===== config.mk =====
export PLATFORM = sky130hd
export DESIGN_NAME = apb_cmd_master_flat
export DESIGN_NICKNAME = d
export VERILOG_FILES = /design/src/rtl/apb_cmd_master_if.sv /design/src/rtl/apb_cmd_master.sv /design/src/flat_wrapper.sv
export SDC_FILE = /design/constraint.sdc
export NUM_CORES = 1
export LEC_CHECK = 0
export BUFFER_PORTS_ARGS = -buffer_cell sky130_fd_sc_hd__buf_2
export CORE_MARGIN = 5
export CORE_UTILIZATION = 35
export CTS_BUF_LIST = sky130_fd_sc_hd__clkbuf_4 sky130_fd_sc_hd__clkbuf_8
export CTS_CLUSTER_DIAMETER = 80
export DETAILED_ROUTE_END_ITERATION = 10
export GPL_TIMING_DRIVEN = 0
export PLACE_DENSITY = 0.64
export SYNTH_ARGS = -nofsm -noshare
export SYNTH_HDL_FRONTEND = slang
export SYNTH_SLANG_ARGS = --single-unit

===== constraint.sdc =====
create_clock -name PCLK -period 3.7 [get_ports PCLK]
set_clock_uncertainty 0.2 [all_clocks]
set_input_delay 0.185 -clock PCLK [delete_from_list [all_inputs] [get_ports PCLK]]
set_output_delay 0.185 -clock PCLK [all_outputs]
set_load 0.005 [all_outputs]

===== src/rtl/apb_cmd_master_if.sv =====
// ============================================================================
// Module      : apb_cmd_master_if
// Description : Command/response handshake plus APB3 master bus bundle for
//               apb_cmd_master. The PREADY wire exists only when the
//               APB_PREADY_EN macro is defined.
// Revision    : 1.0 - initial release
// ============================================================================
`default_nettype none

interface apb_cmd_master_if #(
  parameter int ADDR_W = 32,
  parameter int DATA_W = 32
);
  // Local requester side
  logic              cmd_valid;
  logic              cmd_ready;
  logic              cmd_write;
  logic [ADDR_W-1:0] cmd_addr;
  logic [DATA_W-1:0] cmd_wdata;
  logic              rsp_valid;
  logic              rsp_write;
  logic [DATA_W-1:0] rsp_rdata;

  // APB side
  logic [ADDR_W-1:0] PADDR;
  logic              PSELx;
  logic              PENABLE;
  logic              PWRITE;
  logic [DATA_W-1:0] PWDATA;
  logic [DATA_W-1:0] PRDATA;
`ifdef APB_PREADY_EN
  logic              PREADY;
`endif

  // The sequencer's view
  modport master (
`ifdef APB_PREADY_EN
    input  PREADY,
`endif
    input  cmd_valid, cmd_write, cmd_addr, cmd_wdata, PRDATA,
    output cmd_ready, rsp_valid, rsp_write, rsp_rdata,
    output PADDR, PSELx, PENABLE, PWRITE, PWDATA
  );

  // The environment's view (requester plus APB slave)
  modport slave (
`ifdef APB_PREADY_EN
    output PREADY,
`endif
    output cmd_valid, cmd_write, cmd_addr, cmd_wdata, PRDATA,
    input  cmd_ready, rsp_valid, rsp_write, rsp_rdata,
    input  PADDR, PSELx, PENABLE, PWRITE, PWDATA
  );
endinterface

`default_nettype wire


===== src/rtl/apb_cmd_master.sv =====
// ============================================================================
// Module      : apb_cmd_master
// Description : APB3 master sequencer. Buffers read/write commands in a small
//               FIFO, issues each as a SETUP/ACCESS transfer and returns one
//               response per command, in order.
//               Optional macro APB_PREADY_EN: adds PREADY wait-state support.
// Revision    : 1.0 - initial release
// ============================================================================
`default_nettype none

module apb_cmd_master #(
  parameter int ADDR_W = 32,
  parameter int DATA_W = 32,
  parameter int DEPTH  = 4
) (
  input  wire logic         PCLK,
  input  wire logic         PRESET,
  apb_cmd_master_if.master  bus
);

  localparam int PTR_W = $clog2(DEPTH);
  localparam int CNT_W = $clog2(DEPTH + 1);

  typedef enum logic [1:0] {
    IDLE   = 2'd0,
    SETUP  = 2'd1,
    ACCESS = 2'd2
  } state_t;

  state_t state, state_nxt;

  // Command storage, one field per array
  logic [ADDR_W-1:0] mem_addr  [DEPTH];
  logic [DATA_W-1:0] mem_wdata [DEPTH];
  logic [DEPTH-1:0]  mem_write;

  logic [PTR_W-1:0] rd_ptr, wr_ptr, nxt_ptr, load_ptr;
  logic [CNT_W-1:0] count;
  logic             full, empty, push, pop, load;
  logic             access_done;

  logic              psel_nxt, penable_nxt, pwrite_nxt;
  logic [ADDR_W-1:0] paddr_nxt;
  logic [DATA_W-1:0] pwdata_nxt;
  logic              rsp_valid_nxt, rsp_write_nxt;
  logic [DATA_W-1:0] rsp_rdata_nxt;

  assign full  = (count == CNT_W'(DEPTH));
  assign empty = (count == '0);

  // Refused while full even if the head pops on the same edge.
  assign bus.cmd_ready = !full && !PRESET;
  assign push          = bus.cmd_valid && bus.cmd_ready;
  assign nxt_ptr       = rd_ptr + PTR_W'(1);

`ifdef APB_PREADY_EN
  assign access_done = bus.PREADY;
`else
  assign access_done = 1'b1;
`endif

  // Next-state and next-output decode; registers hold unless a case overrides.
  always_comb begin
    state_nxt     = state;
    psel_nxt      = bus.PSELx;
    penable_nxt   = bus.PENABLE;
    pwrite_nxt    = bus.PWRITE;
    paddr_nxt     = bus.PADDR;
    pwdata_nxt    = bus.PWDATA;
    rsp_valid_nxt = 1'b0;
    rsp_write_nxt = bus.rsp_write;
    rsp_rdata_nxt = bus.rsp_rdata;
    pop           = 1'b0;
    load          = 1'b0;
    load_ptr      = rd_ptr;

    case (state)
      IDLE: begin
        if (!empty) begin
          state_nxt   = SETUP;
          psel_nxt    = 1'b1;
          penable_nxt = 1'b0;
          load        = 1'b1;
        end
      end
      SETUP: begin
        state_nxt   = ACCESS;
        penable_nxt = 1'b1;
      end
      ACCESS: begin
        if (access_done) begin
          pop           = 1'b1;
          rsp_valid_nxt = 1'b1;
          rsp_write_nxt = bus.PWRITE;
          if (!bus.PWRITE) begin
            rsp_rdata_nxt = bus.PRDATA;
          end
          // Back-to-back when another entry is already queued behind the head
          if (count > CNT_W'(1)) begin
            state_nxt   = SETUP;
            penable_nxt = 1'b0;
            load        = 1'b1;
            load_ptr    = nxt_ptr;
          end else begin
            state_nxt   = IDLE;
            psel_nxt    = 1'b0;
            penable_nxt = 1'b0;
          end
        end
      end
      default: begin
        state_nxt   = IDLE;
        psel_nxt    = 1'b0;
        penable_nxt = 1'b0;
      end
    endcase

    if (load) begin
      paddr_nxt  = mem_addr[load_ptr];
      pwdata_nxt = mem_wdata[load_ptr];
      pwrite_nxt = mem_write[load_ptr];
    end
  end

  // State register and registered APB / response outputs.
  always_ff @(posedge PCLK) begin
    if (PRESET) begin
      state         <= IDLE;
      bus.PSELx     <= 1'b0;
      bus.PENABLE   <= 1'b0;
      bus.PWRITE    <= 1'b0;
      bus.PADDR     <= '0;
      bus.PWDATA    <= '0;
      bus.rsp_valid <= 1'b0;
      bus.rsp_write <= 1'b0;
      bus.rsp_rdata <= '0;
    end else begin
      state         <= state_nxt;
      bus.PSELx     <= psel_nxt;
      bus.PENABLE   <= penable_nxt;
      bus.PWRITE    <= pwrite_nxt;
      bus.PADDR     <= paddr_nxt;
      bus.PWDATA    <= pwdata_nxt;
      bus.rsp_valid <= rsp_valid_nxt;
      bus.rsp_write <= rsp_write_nxt;
      bus.rsp_rdata <= rsp_rdata_nxt;
    end
  end

  // FIFO pointers and occupancy.
  always_ff @(posedge PCLK) begin
    if (PRESET) begin
      rd_ptr <= '0;
      wr_ptr <= '0;
      count  <= '0;
    end else begin
      if (push) wr_ptr <= wr_ptr + PTR_W'(1);
      if (pop)  rd_ptr <= nxt_ptr;
      case ({push, pop})
        2'b10:   count <= count + CNT_W'(1);
        2'b01:   count <= count - CNT_W'(1);
        default: count <= count;
      endcase
    end
  end

  // FIFO storage write; contents need no reset since occupancy gates use.
  always_ff @(posedge PCLK) begin
    if (push) begin
      mem_addr[wr_ptr]  <= bus.cmd_addr;
      mem_wdata[wr_ptr] <= bus.cmd_wdata;
      mem_write[wr_ptr] <= bus.cmd_write;
    end
  end

endmodule

`default_nettype wire

===== src/flat_wrapper.sv =====
// flat-port wrapper written by rule: the top's interface ports become plain ports
module apb_cmd_master_flat 
#(
  parameter int ADDR_W = 32,
  parameter int DATA_W = 32,
  parameter int DEPTH  = 4
)
  (PCLK, PRESET, bus_cmd_valid, bus_cmd_write, bus_cmd_addr, bus_cmd_wdata, bus_PRDATA, bus_cmd_ready, bus_rsp_valid, bus_rsp_write, bus_rsp_rdata, bus_PADDR, bus_PSELx, bus_PENABLE, bus_PWRITE, bus_PWDATA);
  apb_cmd_master_if #(.ADDR_W(ADDR_W), .DATA_W(DATA_W)) bus_i ();
  input  wire logic PCLK;
  input  wire logic PRESET;
  input wire logic [$bits(bus_i.cmd_valid)-1:0] bus_cmd_valid;
  input wire logic [$bits(bus_i.cmd_write)-1:0] bus_cmd_write;
  input wire logic [$bits(bus_i.cmd_addr)-1:0] bus_cmd_addr;
  input wire logic [$bits(bus_i.cmd_wdata)-1:0] bus_cmd_wdata;
  input wire logic [$bits(bus_i.PRDATA)-1:0] bus_PRDATA;
  output wire logic [$bits(bus_i.cmd_ready)-1:0] bus_cmd_ready;
  output wire logic [$bits(bus_i.rsp_valid)-1:0] bus_rsp_valid;
  output wire logic [$bits(bus_i.rsp_write)-1:0] bus_rsp_write;
  output wire logic [$bits(bus_i.rsp_rdata)-1:0] bus_rsp_rdata;
  output wire logic [$bits(bus_i.PADDR)-1:0] bus_PADDR;
  output wire logic [$bits(bus_i.PSELx)-1:0] bus_PSELx;
  output wire logic [$bits(bus_i.PENABLE)-1:0] bus_PENABLE;
  output wire logic [$bits(bus_i.PWRITE)-1:0] bus_PWRITE;
  output wire logic [$bits(bus_i.PWDATA)-1:0] bus_PWDATA;
  assign bus_i.cmd_valid = bus_cmd_valid;
  assign bus_i.cmd_write = bus_cmd_write;
  assign bus_i.cmd_addr = bus_cmd_addr;
  assign bus_i.cmd_wdata = bus_cmd_wdata;
  assign bus_i.PRDATA = bus_PRDATA;
  assign bus_cmd_ready = bus_i.cmd_ready;
  assign bus_rsp_valid = bus_i.rsp_valid;
  assign bus_rsp_write = bus_i.rsp_write;
  assign bus_rsp_rdata = bus_i.rsp_rdata;
  assign bus_PADDR = bus_i.PADDR;
  assign bus_PSELx = bus_i.PSELx;
  assign bus_PENABLE = bus_i.PENABLE;
  assign bus_PWRITE = bus_i.PWRITE;
  assign bus_PWDATA = bus_i.PWDATA;
  apb_cmd_master #(.ADDR_W(ADDR_W), .DATA_W(DATA_W), .DEPTH(DEPTH)) u_core (.PCLK(PCLK), .PRESET(PRESET), .bus(bus_i));
endmodule

Word-level counts from Yosys, hierarchy flattened
Memory sizes are Yosys's and may differ from the RTL's. A register that Yosys moved wholly into a read port is not among the register bits.
Index checks and enable logic that the tools add are counted.
{"block": "totals", "register_bits": 50, "output_inout_bits": 102, "memories": 2, "word_cells": 62, "ramBits": 256, "inputBits": 100}
{"memory": "u_core.mem_addr", "depth": 4, "word_bits": 32, "rd": 1, "rd_ports_with_merged_regs": 1, "write_ports": 1, "line_no": "apb_cmd_master.sv:33", "rtl": "logic [ADDR_W-1:0] mem_addr [DEPTH];"}
{"memory": "u_core.mem_wdata", "depth": 4, "word_bits": 32, "rd": 1, "rd_ports_with_merged_regs": 1, "write_ports": 1, "line_no": "apb_cmd_master.sv:34", "rtl": "logic [DATA_W-1:0] mem_wdata [DEPTH];"}
{"block": "op_classes", "n_lt_le_gt_ge": 4, "addsub": 4, "n_eq_ne": 7, "n_reduce_logical": 10, "bitwise_logic": 2, "mux": 22}
{"operator": "$mux 1", "count": 11}
{"operator": "$lt 2x3->1 const B", "count": 2}
{"operator": "$mux 2", "count": 3}
{"operator": "$pmux 2 s3", "count": 1}
{"operator": "$pmux 3 s2", "count": 1}
{"operator": "$add 2x1->2 const B", "count": 2}
{"operator": "$bwmux 4", "count": 1}
{"operator": "$eq 2x1->1 const B", "count": 2}
{"operator": "$eq 2x2->1 const B", "count": 2}
{"operator": "$ne 2x2->1 const B", "count": 2}
{"operator": "$pmux 1 s2", "count": 2}
{"operator": "$add 3x1->3 const B", "count": 1}
{"operator": "$eq 3x3->1 const B", "count": 1}
{"operator": "$gt 3x1->1 const B", "count": 1}
{"operator": "$logic_and 1x1->1", "count": 3}
{"operator": "$logic_not 3->1", "count": 1}
{"operator": "$pmux 1 s3", "count": 1}
{"operator": "$reduce_and 3->1", "count": 1}
{"operator": "$sub 3x1->3 const B", "count": 1}
{"operator": "$bmux 1 s2", "count": 1}
{"operator": "$demux 1 s2", "count": 1}
{"operator": "$ge 2x1->1 const B", "count": 1}
{"operator": "$logic_not 1->1", "count": 2}
{"operator": "$logic_not 2->1", "count": 1}
{"operator": "other kinds (3)", "count": 4}

Longest topological paths before layout
Gate-level depths: netlist (run 1).
{"block": "depth", "word_depth": 6, "ltp_mapped": 9, "ltp_nobuf": 9}

Least setup slack after synthesis (run 1)
OpenSTA, ideal clock, no wires.
{"block": "synth_path", "path_kind": "register to register", "from": "register u_core.count[0]", "to": "memory u_core.mem_addr[0][0], enable pin", "setup_slack_ns": 0.490, "path_buffers": 0, "stages_incl_launch_ff": 5, "arrival_time_ns": 2.580, "synth_period_minus_slack_ns": 3.210, "setup_time_ns": 0.430, "path_cell_list": "dfxtp_1 -> inv_1 -> ha_1 -> a21oi_1 -> and3_1"}
{"block": "synth_between", "elab_chain_cells": 6}
{"element": "from (decl)", "line_no": "apb_cmd_master.sv:38", "rtl": "logic [CNT_W-1:0] count;"}
{"element": "from (signal assigned)", "line_no": "apb_cmd_master.sv:160", "rtl": "2'b10: count <= count + CNT_W'(1);"}
{"element": "from (signal assigned)", "line_no": "apb_cmd_master.sv:161", "rtl": "2'b01: count <= count - CNT_W'(1);"}
{"element": "from (signal assigned)", "line_no": "apb_cmd_master.sv:162", "rtl": "default: count <= count;"}
{"element": "$eq 3x3->1", "line_no": "apb_cmd_master.sv:48", "rtl": "assign full = (count == CNT_W'(DEPTH));"}
{"element": "$logic_not 1->1", "line_no": "apb_cmd_master.sv:52", "rtl": "assign bus.cmd_ready = !full && !PRESET;"}
{"element": "$logic_and 1x1->1", "line_no": "apb_cmd_master.sv:52"}
{"element": "via bus_cmd_ready", "line_no": "flat_wrapper.sv:17", "rtl": "output wire logic [$bits(bus_i.cmd_ready)-1:0] bus_cmd_ready;"}
{"element": "$logic_and 1x1->1", "line_no": "apb_cmd_master.sv:53", "rtl": "assign push = bus.cmd_valid && bus.cmd_ready;"}
{"element": "$mux 1", "line_no": "apb_cmd_master.sv:169", "rtl": "if (push) begin"}
{"element": "$mux 1 (implied by the code)", "line_no": "apb_cmd_master.sv:170", "rtl": "mem_addr[wr_ptr] <= bus.cmd_addr;"}
{"element": "to (decl)", "line_no": "apb_cmd_master.sv:33"}
The timed path passes the listed nets, and every way through them passes these cells.

Worst setup path in the final report (run 1)
{"block": "layout_path", "from": "register u_core.count[0]", "to": "memory u_core.mem_wdata[1][11], enable pin"}
{"block": "layout_between", "elab_chain_cells": 6}
{"element": "$eq 3x3->1", "line_no": "apb_cmd_master.sv:48"}
{"element": "$logic_not 1->1", "line_no": "apb_cmd_master.sv:52"}
{"element": "$logic_and 1x1->1", "line_no": "apb_cmd_master.sv:52"}
{"element": "$logic_and 1x1->1", "line_no": "apb_cmd_master.sv:53"}
{"element": "$mux 1", "line_no": "apb_cmd_master.sv:169"}
{"element": "$mux 1 (implied by the code)", "line_no": "apb_cmd_master.sv:171", "rtl": "mem_wdata[wr_ptr] <= bus.cmd_wdata;"}
{"element": "to (decl)", "line_no": "apb_cmd_master.sv:34"}
No other way between the ends.

==> results of run 1 <==
[flip-flops by register name, summed over array words and instances (netlist names), 2 cells and up]
register / count
u_core.mem_wdata: 128
u_core.bus.PWDATA: 32
u_core.count: 3
u_core.wr_ptr: 2
u_core.rd_ptr: 2
u_core.mem_addr: 128
u_core.mem_write: 4
u_core.bus.rsp_rdata: 32
u_core.bus.PADDR: 32
u_core.state: 2
[logic make-up after synthesis]
kind of cell,Yosys count
DFF,369
AOI/OAI and AO/OA,177
xor gates and xnor gates,5
buffers and inverters,82
and+or+nand+nor,226
adders and majority gates,9
muxes,129
[layout by cell type (no fill, tap or decap), drive strengths merged, types with 3 or more instances in the layout]
master	count
mux4	128
clkinv	15
nand2	136
dlygate4sd3	99
clkbuf	118
bufinv	3
xor2	3
clkinvlp	4
edfxtp	260
and3	4
ha	9
inv	7
buf	254
nand2b	3
nor3b	3
a21oi	100
dfxtp	109
a211oi	67
nor2	73
[per-layer routing]
layer	part of all wire	vias up	track usage
li1	-	4639	-
met1	0.40	5139	0.1992
met2	0.52	267	0.2970
met3	0.055	91	0.03667
met4	0.027	8	0.05991
met5	0.0010	-	0
[stage by stage]
step	setup TNS, ps	utilization	power, W
floorplan	0	-	0.005710
finish	0	0.4469	0.01008
detailed placement	0	0.3945	0.006355
global placement	-286410	0.3916	0.006323
global route	0	0.4468	0.01059
CTS	0	0.4468	0.01024
[power groups by stage]
stage	Sequential [W]	Clock, W	Combinational (W)
after floorplan	0.00491	0	0.000795
after global placement	0.00495	0	0.00137
after detailed placement	0.00494	0	0.00141
final	0.00486	0.00376	0.00147
after CTS	0.00486	0.00388	0.00150
after global routing	0.00488	0.00407	0.00163
[cell type report]
| class | instances | area [um2] | area share |
|---|---|---|---|
| antenna | 2 | 5.005 | 0.0002544 |
| buffer | 76 | 451.7 | 0.02296 |
| clock buffer | 91 | 1109 | 0.05634 |
| clock inverter | 23 | 200.2 | 0.01017 |
| inverter | 6 | 22.52 | 0.001145 |
| multi-input combinational | 546 | 5050 | 0.2567 |
| sequential | 369 | 9990 | 0.5077 |
| tap | 592 | 740.7 | 0.03765 |
| timing repair buffer | 304 | 2107 | 0.1071 |
[final timing paths]
check	from	endpoint	cells past startpoint	slack (ps)
min	bus_cmd_addr[2]	u_core.mem_addr[0][2]$_DFFE_PP_	2	100
min reg2reg	u_core.bus.rsp_rdata[26]$_SDFFE_PP0P_	u_core.bus.rsp_rdata[26]$_SDFFE_PP0P_	2	250
max reg2reg	u_core.count[0]$_SDFFE_PP0P_	u_core.mem_wdata[1][11]$_DFFE_PP_	5	1050
max	u_core.count[0]$_SDFFE_PP0P_	u_core.mem_wdata[1][11]$_DFFE_PP_	5	1050
[timing repair]
action	in CTS	in global routing
endpoints found under the hold margin	346	0
hold buffers	99	0
resized for setup	0	0
setup endpoints to repair	0	0
==> summary.txt, run 1 <==
Yosys
  – Synth Area per Inst: about 16 um2
  – Compound-Gate Fraction of Synth Area: 0.07002
  – Most frequent cell after synthesis: edfxtp_1
  – Post-synthesis xor/xnor area fraction: 0.002826
  – Synthesized Nets: between 1k and 1.5k
  – Post-synth top cells: edfxtp_1, nand2_1, mux4_2, dfxtp_1, a21oi_1
  – Largest family of logic cells by synthesized area: multiplexers
  – Post-synth EDFFs: 260
  – Seq/Total Area, Yosys: 0.6448
  – Synthesized area: around 15000 um2
  – Synth top area share: 0.5039
  – Synth area leaders: edfxtp_1, mux4_2, dfxtp_1, nand2_1, a21oi_1
  – Area share of fa/ha/maj cells after synthesis: 0.007268
  – Netlist cell types: 37
  – Syn Inst Count: 997
  – Post-Synth Simple-Gate Area: 0.05758
  – Main synth FF type: edfxtp_1
  – Yosys reg bits: about 370
  – Ys Warns: 0
  – Post-synthesis mux area share: 0.1869
  – Asr flop ratio synth: 0
  – Area leader, netlist: edfxtp_1

Worst setup path
  – Max incr delay on CP: approximately 640 ps
  – Arr. time, crit path: about 2800 ps
  – CP Launch Type: flop
  – CP Class: flop to flop
  – CP endpoint kind: flop
  – Crit-path cells: inv_1, ha_1, a21oi_1, and3_4, buf_16
  – CP max stage cell: and3_4
  – WP data required: between 3000 and 4000 ps
  – Crit Path Max Fanout: 35
  – Kind of cell adding the most delay to the critical path: simple AND/OR/NAND/NOR gates
  – CP Buf/Inv Count: 2

Floorplan
  – Core area: ~44000 um2
  – Die X: 220.4 um
  – Row count: 77
  – Die Y: around 220 um
  – Starting Density: 0.3519
  – Die Area: between 40000 and 50000 um2
  – IO Pins: between 200 and 250

Run
  – # Max-Cap Violations: 0

Finish
  – Fill cells: just under 4k
  – Fin cells: 2009
  – Synth-to-Final Area Change: 26.99%
  – Layout Nets: 1472
  – Final Cell Area: just under 20000 um2
  – Share of cells above drive strength 1: 0.3527

Place
  – HPWL after detailed placement: 25980 um
  – DP Worst Slack: 1061 ps
  – Routability-driven placement congestion ratio: roughly 0.76
  – Post-DP Area: about 17000 um2
  – Placed cells: 1794
  – Port buffer count: approximately 200

Drt
  – DR pass1 iterations: 5
  – Initial DRC count: a little under 700
  – Total Wirelength: approximately 40000 um
  – Post-detailed-route wirelength per cell: between 20 and 25 um
  – Final ANT Viol Nets: 0
  – Total number of vias: around 10k
  – Post-route DRC violation count: 0
  – Via-to-Cell Ratio: just over 5

Clock tree
  – CTS root buffer: clkbuf_8
  – Worst-Skew Late Latency: between 600 and 700 ps
  – Clock Sinks: around 370
  – Post-CTS Setup Inserts: 0
  – CTS buffer count: 60
  – TritonCTS clock tree: yes
  – CTS H-Tree Depth: 2
  – Worst-path clk slew: around 70 ps
  – Clock buffer depth: 3

Timing
  – Final hold slack: roughly 97 ps
  – Unrepaired setup endpoints after global routing: no
  – Final setup fails: 0
  – Setup ws final: 1049 ps
  – Final Hold Fails: 0
  – Slew headroom: 0.3631
  – FMAX: 377.2 MHz
  – Crit path time final: 2651 ps
  – Final Max Slew Viols: 0
  – Worst-margin pin slew: around 960 ps
  – Crit share post-route: 0.7164

Power and ir drop
  – Switching component of the power: 0.002607 W
  – Pleak: between 6 and 7 nW
  – Sw Ratio: 0.2585
  – Power Density: 512.5 nW/um2
  – Combinational share of power: 0.146
  – Internal power: roughly 0.0075 W
  – Seq pwr share: 0.482
  – Share of total power in the clock network: 0.373
  – VDD IR max: roughly 220 uV

Run status
  – Outcome: completed

GRT
  – Global-route wire length before repair: about 62000 um
  – Total grt overflow: 0
  – Vias in the first global route: 10.77k
  – Initial antenna violation count: 5
  – Largest net degree at the start of global routing: 37
  – Global Route Usage Sum: 0.1667

Min path
  – Hold WC Path Type: input pin to flop
Note: power is estimated with default switching activity, not from simulation.
==> inputs of run 2 (changes only) <==
--- a/config.mk
+++ b/config.mk
@@ -12,7 +12,7 @@
 export CTS_CLUSTER_DIAMETER = 80
 export DETAILED_ROUTE_END_ITERATION = 10
 export GPL_TIMING_DRIVEN = 0
-export PLACE_DENSITY = 0.64
+export PLACE_DENSITY = 0.66
 export SYNTH_ARGS = -nofsm -noshare
 export SYNTH_HDL_FRONTEND = slang
 export SYNTH_SLANG_ARGS = --single-unit
==> constraint.sdc (replaced) <==
create_clock -name PCLK -period 2.37 [get_ports PCLK]
set_clock_uncertainty 0.2 [all_clocks]
set_input_delay 0.1185 -clock PCLK [delete_from_list [all_inputs] [get_ports PCLK]]
set_output_delay 0.1185 -clock PCLK [all_outputs]
set_load 0.005 [all_outputs]
==> run 2 against run 1 <==
  * Power rose by 61%
  * Final cell count rose by 1.0%
  * Register-to-register slack got worse by 950 ps
  * Sequential share of layout area shrank 0.73 points
  * Die area unchanged
  * Fmax grew 17%
==> summary.txt, run 2 (synthesis gave the netlist of run 1 again) <==
Timing
  – Slew headroom: 0.4315
  – Setup TNS: 0 ps
  – Final Hold Fails: 0
  – Crit path time final: between 2000 and 2500 ps
  – Final Max Slew Viols: 0
  – Crit share post-route: 0.9586
  – FMAX: 440.2 MHz
  – Worst-margin pin slew: 852.8 ps
  – Final setup fails: 0
  – Final hold slack: between 60 and 70 ps

Power and ir drop
  – Combinational share of power: 0.147
  – Power, Total: 0.01626 W
  – Share of total power in the clock network: 0.387
  – VDD IR max: ~370 uV
  – Seq pwr share: 0.467
  – Power Density: slightly above 800 nW/um2
  – Internal power: 0.01209 W
  – Pleak: ~7.0 nW
  – Sw Ratio: 0.2568
  – Switching component of the power: around 0.0042 W

Worst setup path
  – Arr. time, crit path: 2580 ps
  – Max incr delay on CP: 410 ps
  – CP Class: flop to flop
  – Kind of cell adding the most delay to the critical path: simple AND/OR/NAND/NOR gates
  – R2R Path Start: u_core.count[1]$_SDFFE_PP0P_
  – WP data required: 2680 ps
  – Most used cell, CP: inv_1
  – CP max stage cell: or3_1
  – CP Launch Type: flop
  – Reg2Reg Capture Point: u_core.count[2]$_SDFFE_PP0P_
  – R2r setup slk: just under 100 ps
  – Crit-path cells: inv_1, ha_2, a21oi_4, and2_4, inv_1, ha_1, or3_1, a21oi_1
  – Crit Path Max Fanout: 6
  – CP Buf/Inv Count: 2
  – R2r worst-path depth: 8
  – CP endpoint kind: flop

Min path
  – Hold WC Path Type: input pin to flop
  – Worst Hold Path Cells: 2
  – Worst Hold Path EP: u_core.mem_addr[0][31]$_DFFE_PP_
  – Hold Startpoint: bus_cmd_addr[31]

GRT
  – Largest net degree at the start of global routing: 48
  – Initial antenna violation count: 3
  – Vias in the first global route: ~11k
  – Total grt overflow: 0
  – Global Route Usage Sum: 0.1767
  – Global-route wire length before repair: between 60000 and 70000 um

Finish
  – Share of cells above drive strength 1: 0.3663
  – Layout Nets: about 1.5k
  – Final Cell Area: ~20000 um2
  – Most frequent cells in the layout: edfxtp_1, buf_2, nand2_1
  – Commonest non-fill, non-tap cell in the layout: edfxtp_1
  – Largest registers: u_core.mem_addr: 128 flops, u_core.mem_wdata: 128 flops
  – Fill cells: roughly 4k
  – Synth-to-Final Area Change: 28.85%

Floorplan
  – Die Y: approximately 220 um
  – IO Pins: between 200 and 250
  – Row count: between 70 and 80
  – Starting Density: 0.3519
  – Core area: 44030 um2
  – Die Area: 48580 um2
  – Die X: about 220 um

Place
  – Post-DP Area: around 17000 um2
  – Port buffer count: 201
  – Routability-driven placement congestion ratio: roughly 0.78
  – HPWL after detailed placement: about 27000 um

Clock tree
  – CTS H-Tree Depth: 3
  – Worst-Skew Late Latency: ~600 ps
  – CTS buffer count: 66
  – CTS root buffer: clkbuf_8
  – Clock buffer depth: 3
  – Worst-path clk slew: around 60 ps
  – Clock Sinks: 369
  – TritonCTS clock tree: yes

Run status
  – Outcome: completed

Run
  – # Max-Cap Violations: 0

Drt
  – DR pass1 iterations: 5
  – Post-route DRC violation count: 0
  – Via-to-Cell Ratio: around 5.2
  – Initial DRC count: just under 900
  – Final ANT Viol Nets: 0
  – Post-detailed-route wirelength per cell: 21.28 um
  – Total number of vias: about 11k
  – Total Wirelength: around 43000 um
-- run 2: changes by cell type in the layout (fill, tap and decap cells not counted), moves of 6 or more --
cell,delta
buf_2,-6
buf_4,+8
clkbuf_1,-6
clkbuf_4,+14
clkbuf_2,+6
clkinv_2,-8
-- run 2: worst max-delay path by stage --
| stage | start | end | slack (ps) | cells past startpoint |
|---|---|---|---|---|
| floorplan | u_core.count[0]$_SDFFE_PP0P_ | u_core.mem_addr[0][0]$_DFFE_PP_ | -120 | 4 |
| CTS | u_core.count[1]$_SDFFE_PP0P_ | u_core.mem_addr[1][9]$_DFFE_PP_ | 7 | 5 |
| global placement | u_core.count[0]$_SDFFE_PP0P_ | u_core.mem_wdata[0][9]$_DFFE_PP_ | -1070 | 4 |
| detailed placement | u_core.count[0]$_SDFFE_PP0P_ | u_core.count[2]$_SDFFE_PP0P_ | -200 | 8 |
| global route | u_core.count[1]$_SDFFE_PP0P_ | u_core.count[2]$_SDFFE_PP0P_ | -3 | 8 |
| finish | u_core.count[1]$_SDFFE_PP0P_ | u_core.count[2]$_SDFFE_PP0P_ | 100 | 8 |
-- run 2: cell type report --
type,count,area [um2],share of cell area
multi-input combinational,548,5089,0.2549
clock buffer,102,1210,0.06061
tap,592,740.7,0.03710
buffer,76,474.2,0.02375
inverter,6,22.52,0.001128
antenna,2,5.005,0.0002507
sequential,369,9991,0.5005
clock inverter,19,209.0,0.01047
timing repair buffer,316,2222,0.1113
-- run 2: per-stage QoR --
step           setup WS, ps  utilization  std cells
2_1_floorplan        -124.2            -        997
3_3_place_gp          -1069       0.3917       1790
3_5_place_dp         -195.2       0.3945       1794
4_1_cts               7.383       0.4512       2021
5_1_grt              -2.805       0.4533       2028
6_report              98.12       0.4534       2030
-- run 2: routing by layer --
metal | GRT usage | wire length [um] | part of all wire | vias to the layer above
li1 | - | - | - | 4677
met1 | 0.2196 | 17310 | 0.40 | 5384
met2 | 0.3010 | 21590 | 0.50 | 390
met3 | 0.04761 | 3262 | 0.076 | 75
met4 | 0.05887 | 1017 | 0.024 | 4
met5 | 0 | 14 | 0.00032 | -
-- run 2: what timing repair did --
| item | 4_1_cts | 5_1_grt |
|---|---|---|
| endpoints found under the setup margin | 239 | 176 |
| buffers inserted | 2 | 6 |
| pin swaps | 3 | 4 |
| gates resized for setup | 8 | 13 |
| endpoints found under the hold margin | 353 | 0 |
| cloned | 2 | 1 |
| hold buffers | 102 | 0 |
-- run 2: power by group through the flow --
stage	clock network, W	logic (W)	registers [W]
final	0.00629	0.00239	0.00759
after floorplan	0	0.00124	0.00767
after global placement	0	0.00216	0.00771
after global routing	0.00680	0.00263	0.00763
after detailed placement	0	0.00223	0.00772
after CTS	0.00649	0.00239	0.00759
==> inputs of run 3 (changes only) <==
--- a/config.mk
+++ b/config.mk
@@ -5,6 +5,7 @@
 export SDC_FILE = /design/constraint.sdc
 export NUM_CORES = 1
 export LEC_CHECK = 0
+export ABC_CLOCK_PERIOD_IN_PS = 2370
 export BUFFER_PORTS_ARGS = -buffer_cell sky130_fd_sc_hd__buf_2
 export CORE_MARGIN = 5
 export CORE_UTILIZATION = 35
@@ -12,7 +13,7 @@
 export CTS_CLUSTER_DIAMETER = 80
 export DETAILED_ROUTE_END_ITERATION = 10
 export GPL_TIMING_DRIVEN = 0
-export PLACE_DENSITY = 0.66
+export PLACE_DENSITY = 0.56
 export SYNTH_ARGS = -nofsm -noshare
 export SYNTH_HDL_FRONTEND = slang
 export SYNTH_SLANG_ARGS = --single-unit
==> run 3 against run 2 <==
  * Utilization grew 0.43 points
  * Sequential power about the same
  * Global-route usage is 0.12 points lower
  * Sequential cell count stayed put
  * Wire length fell by 0.91%
  * Final cell count increased by 0.74%
  * Largest cell class unchanged
  * Non-clock buffer count rose by 24
  * Sequential share of layout area decreased by 0.47 points
==> summary.txt, run 3 (synthesis gave the netlist of run 1 again) <==
Drt
  – Total Wirelength: around 43000 um
  – WL met2: between 20000 and 25000 um
  – Initial DRC count: 636
  – M1 WL: ~18000 um
  – Final ANT Viol Nets: 0
  – DR pass1 iterations: 5
  – Post-detailed-route wirelength per cell: approximately 21 um
  – Uppermost layer routed: met5
  – Met3 wire length: ~2300 um
  – Post-route DRC violation count: 0
  – Via-to-Cell Ratio: between 5 and 6
  – Total number of vias: 10.33k

Clock tree
  – Clock buffer depth: 3
  – CTS H-Tree Depth: 2
  – Worst-path clk slew: around 50 ps
  – TritonCTS clock tree: yes
  – CTS buffer count: 60
  – Worst-Skew Late Latency: roughly 630 ps
  – CTS root buffer: clkbuf_8
  – Clock Sinks: approximately 370

Floorplan
  – Die Area: ~49000 um2
  – Starting Density: 0.3519
  – IO Pins: roughly 200
  – Die X: between 200 and 250 um
  – Core area: around 44000 um2
  – Row count: 77
  – Die Y: roughly 220 um

Finish
  – Final Cell Area: between 20000 and 25000 um2
  – Share of cells above drive strength 1: 0.3519
  – Largest registers: u_core.mem_addr: 128 flops, u_core.mem_wdata: 128 flops
  – Layout Nets: 1510
  – Synth-to-Final Area Change: 30.07%
  – Commonest non-fill, non-tap cell in the layout: edfxtp_1
  – Most frequent cells in the layout: edfxtp_1, buf_2, nand2_1

Timing
  – FMAX: 444.8 MHz
  – Final setup fails: 0
  – Final Hold Fails: 0
  – Setup ws final: ~120 ps
  – Crit path time final: between 2000 and 2500 ps
  – Final hold slack: around 58 ps
  – Crit share post-route: 0.9486
  – Slew headroom: 0.4090
  – Final Max Slew Viols: 0
  – Worst-margin pin slew: 886.5 ps
  – Unrepaired setup endpoints after global routing: no

Worst setup path
  – CP Launch Type: flop
  – R2R Path Start: u_core.count[0]$_SDFFE_PP0P_
  – R2r worst-path depth: 5
  – CP Class: flop to flop
  – Critical Path Sink: u_core.mem_addr[1][3]$_DFFE_PP_
  – Arr. time, crit path: approximately 2300 ps
  – WP data required: 2460 ps
  – Crit Path Max Fanout: 46
  – Reg2Reg Capture Point: u_core.mem_addr[1][3]$_DFFE_PP_
  – CP endpoint kind: flop
  – R2r setup slk: 120 ps
  – CP Launch Point: u_core.count[0]$_SDFFE_PP0P_

GRT
  – Vias in the first global route: 10.98k
  – Global Route Usage Sum: 0.1755
  – Largest net degree at the start of global routing: 47
  – Total grt overflow: 0
  – Global-route wire length before repair: 64430 um
  – Initial antenna violation count: 3

Place
  – DP Worst Slack: -268.7 ps
  – Routability-driven placement congestion ratio: 0.7572
  – HPWL after detailed placement: 26290 um
  – Port buffer count: between 200 and 250
  – Post-DP Area: approximately 17000 um2

Power and ir drop
  – VDD IR max: between 300 and 400 uV
  – Power Density: 799.4 nW/um2
  – Pleak: 7.066 nW

Run status
  – Outcome: completed

Min path
  – Hold WC Path Type: input pin to flop

Run
  – # Max-Cap Violations: 0
[run 3: routing by layer]
metal | GRT usage | up-vias
met5 | 0 | -
met4 | 0.05658 | 4
met3 | 0.03845 | 78
met2 | 0.3110 | 259
met1 | 0.2141 | 5278
li1 | - | 4714
[run 3: layout make-up]
| cell class | count | area, um2 |
|---|---|---|
| buffer | 76 | 471.7 |
| antenna | 1 | 2.502 |
| timing repair buffer | 340 | 2472 |
| inverter | 6 | 22.52 |
| sequential | 369 | 9992 |
| clock buffer | 83 | 1061 |
| multi-input combinational | 548 | 5091 |
| fill | 3949 | 23880 |
| tap | 592 | 740.7 |
| clock inverter | 30 | 299.0 |
[run 3: worst max-delay path, stage by stage (launching register included)]
cell     delay (ps)
dfxtp_2         370
inv_1            80
ha_2            210
a21oi_4         200
and3_4          480
buf_16          330
[run 3: worst min-delay path by stage]
stage,start,endpoint,depth (start not counted)
6_report,bus_cmd_addr[7],u_core.mem_addr[0][7]$_DFFE_PP_,2
5_1_grt,bus_cmd_addr[2],u_core.mem_addr[0][2]$_DFFE_PP_,2
4_1_cts,bus_cmd_addr[7],u_core.mem_addr[1][7]$_DFFE_PP_,2
3_5_place_dp,bus_cmd_wdata[15],u_core.mem_wdata[2][15]$_DFFE_PP_,1
3_3_place_gp,bus_cmd_wdata[1],u_core.mem_wdata[1][1]$_DFFE_PP_,1
2_1_floorplan,bus_cmd_addr[0],u_core.mem_addr[0][0]$_DFFE_PP_,0
[run 3: stage by stage]
step / cells / setup TNS (ps) / util / total power (W)
after floorplan: 997 / -32290 / - / 0.008910
after global placement: 1790 / -271340 / 0.3917 / 0.009885
after detailed placement: 1794 / -44910 / 0.3945 / 0.009932
after CTS: 2042 / 0 / 0.4565 / 0.01631
after global routing: 2044 / 0 / 0.4577 / 0.01689
final: 2045 / 0 / 0.4577 / 0.01611
[run 3: timing repair]
action                                 in CTS  in global routing
pin swaps                                   4                  2
setup endpoints to repair                 231                127
endpoints found under the hold margin     370                  0
gates cloned                                2                  0
setup buffers                               1                  2
hold buffers                              132                  0
gates resized for setup                     8                 14
[run 3: power breakdown]
group	internal, W	total (W)	leakage [nW]	switching, W
Sequential	0.00733	0.00759	3.25	0.000257
Clock	0.00356	0.00612	0.714	0.00256
Combinational	0.00108	0.00240	3.10	0.00132
Total	0.0120	0.0161	7.07	0.00414
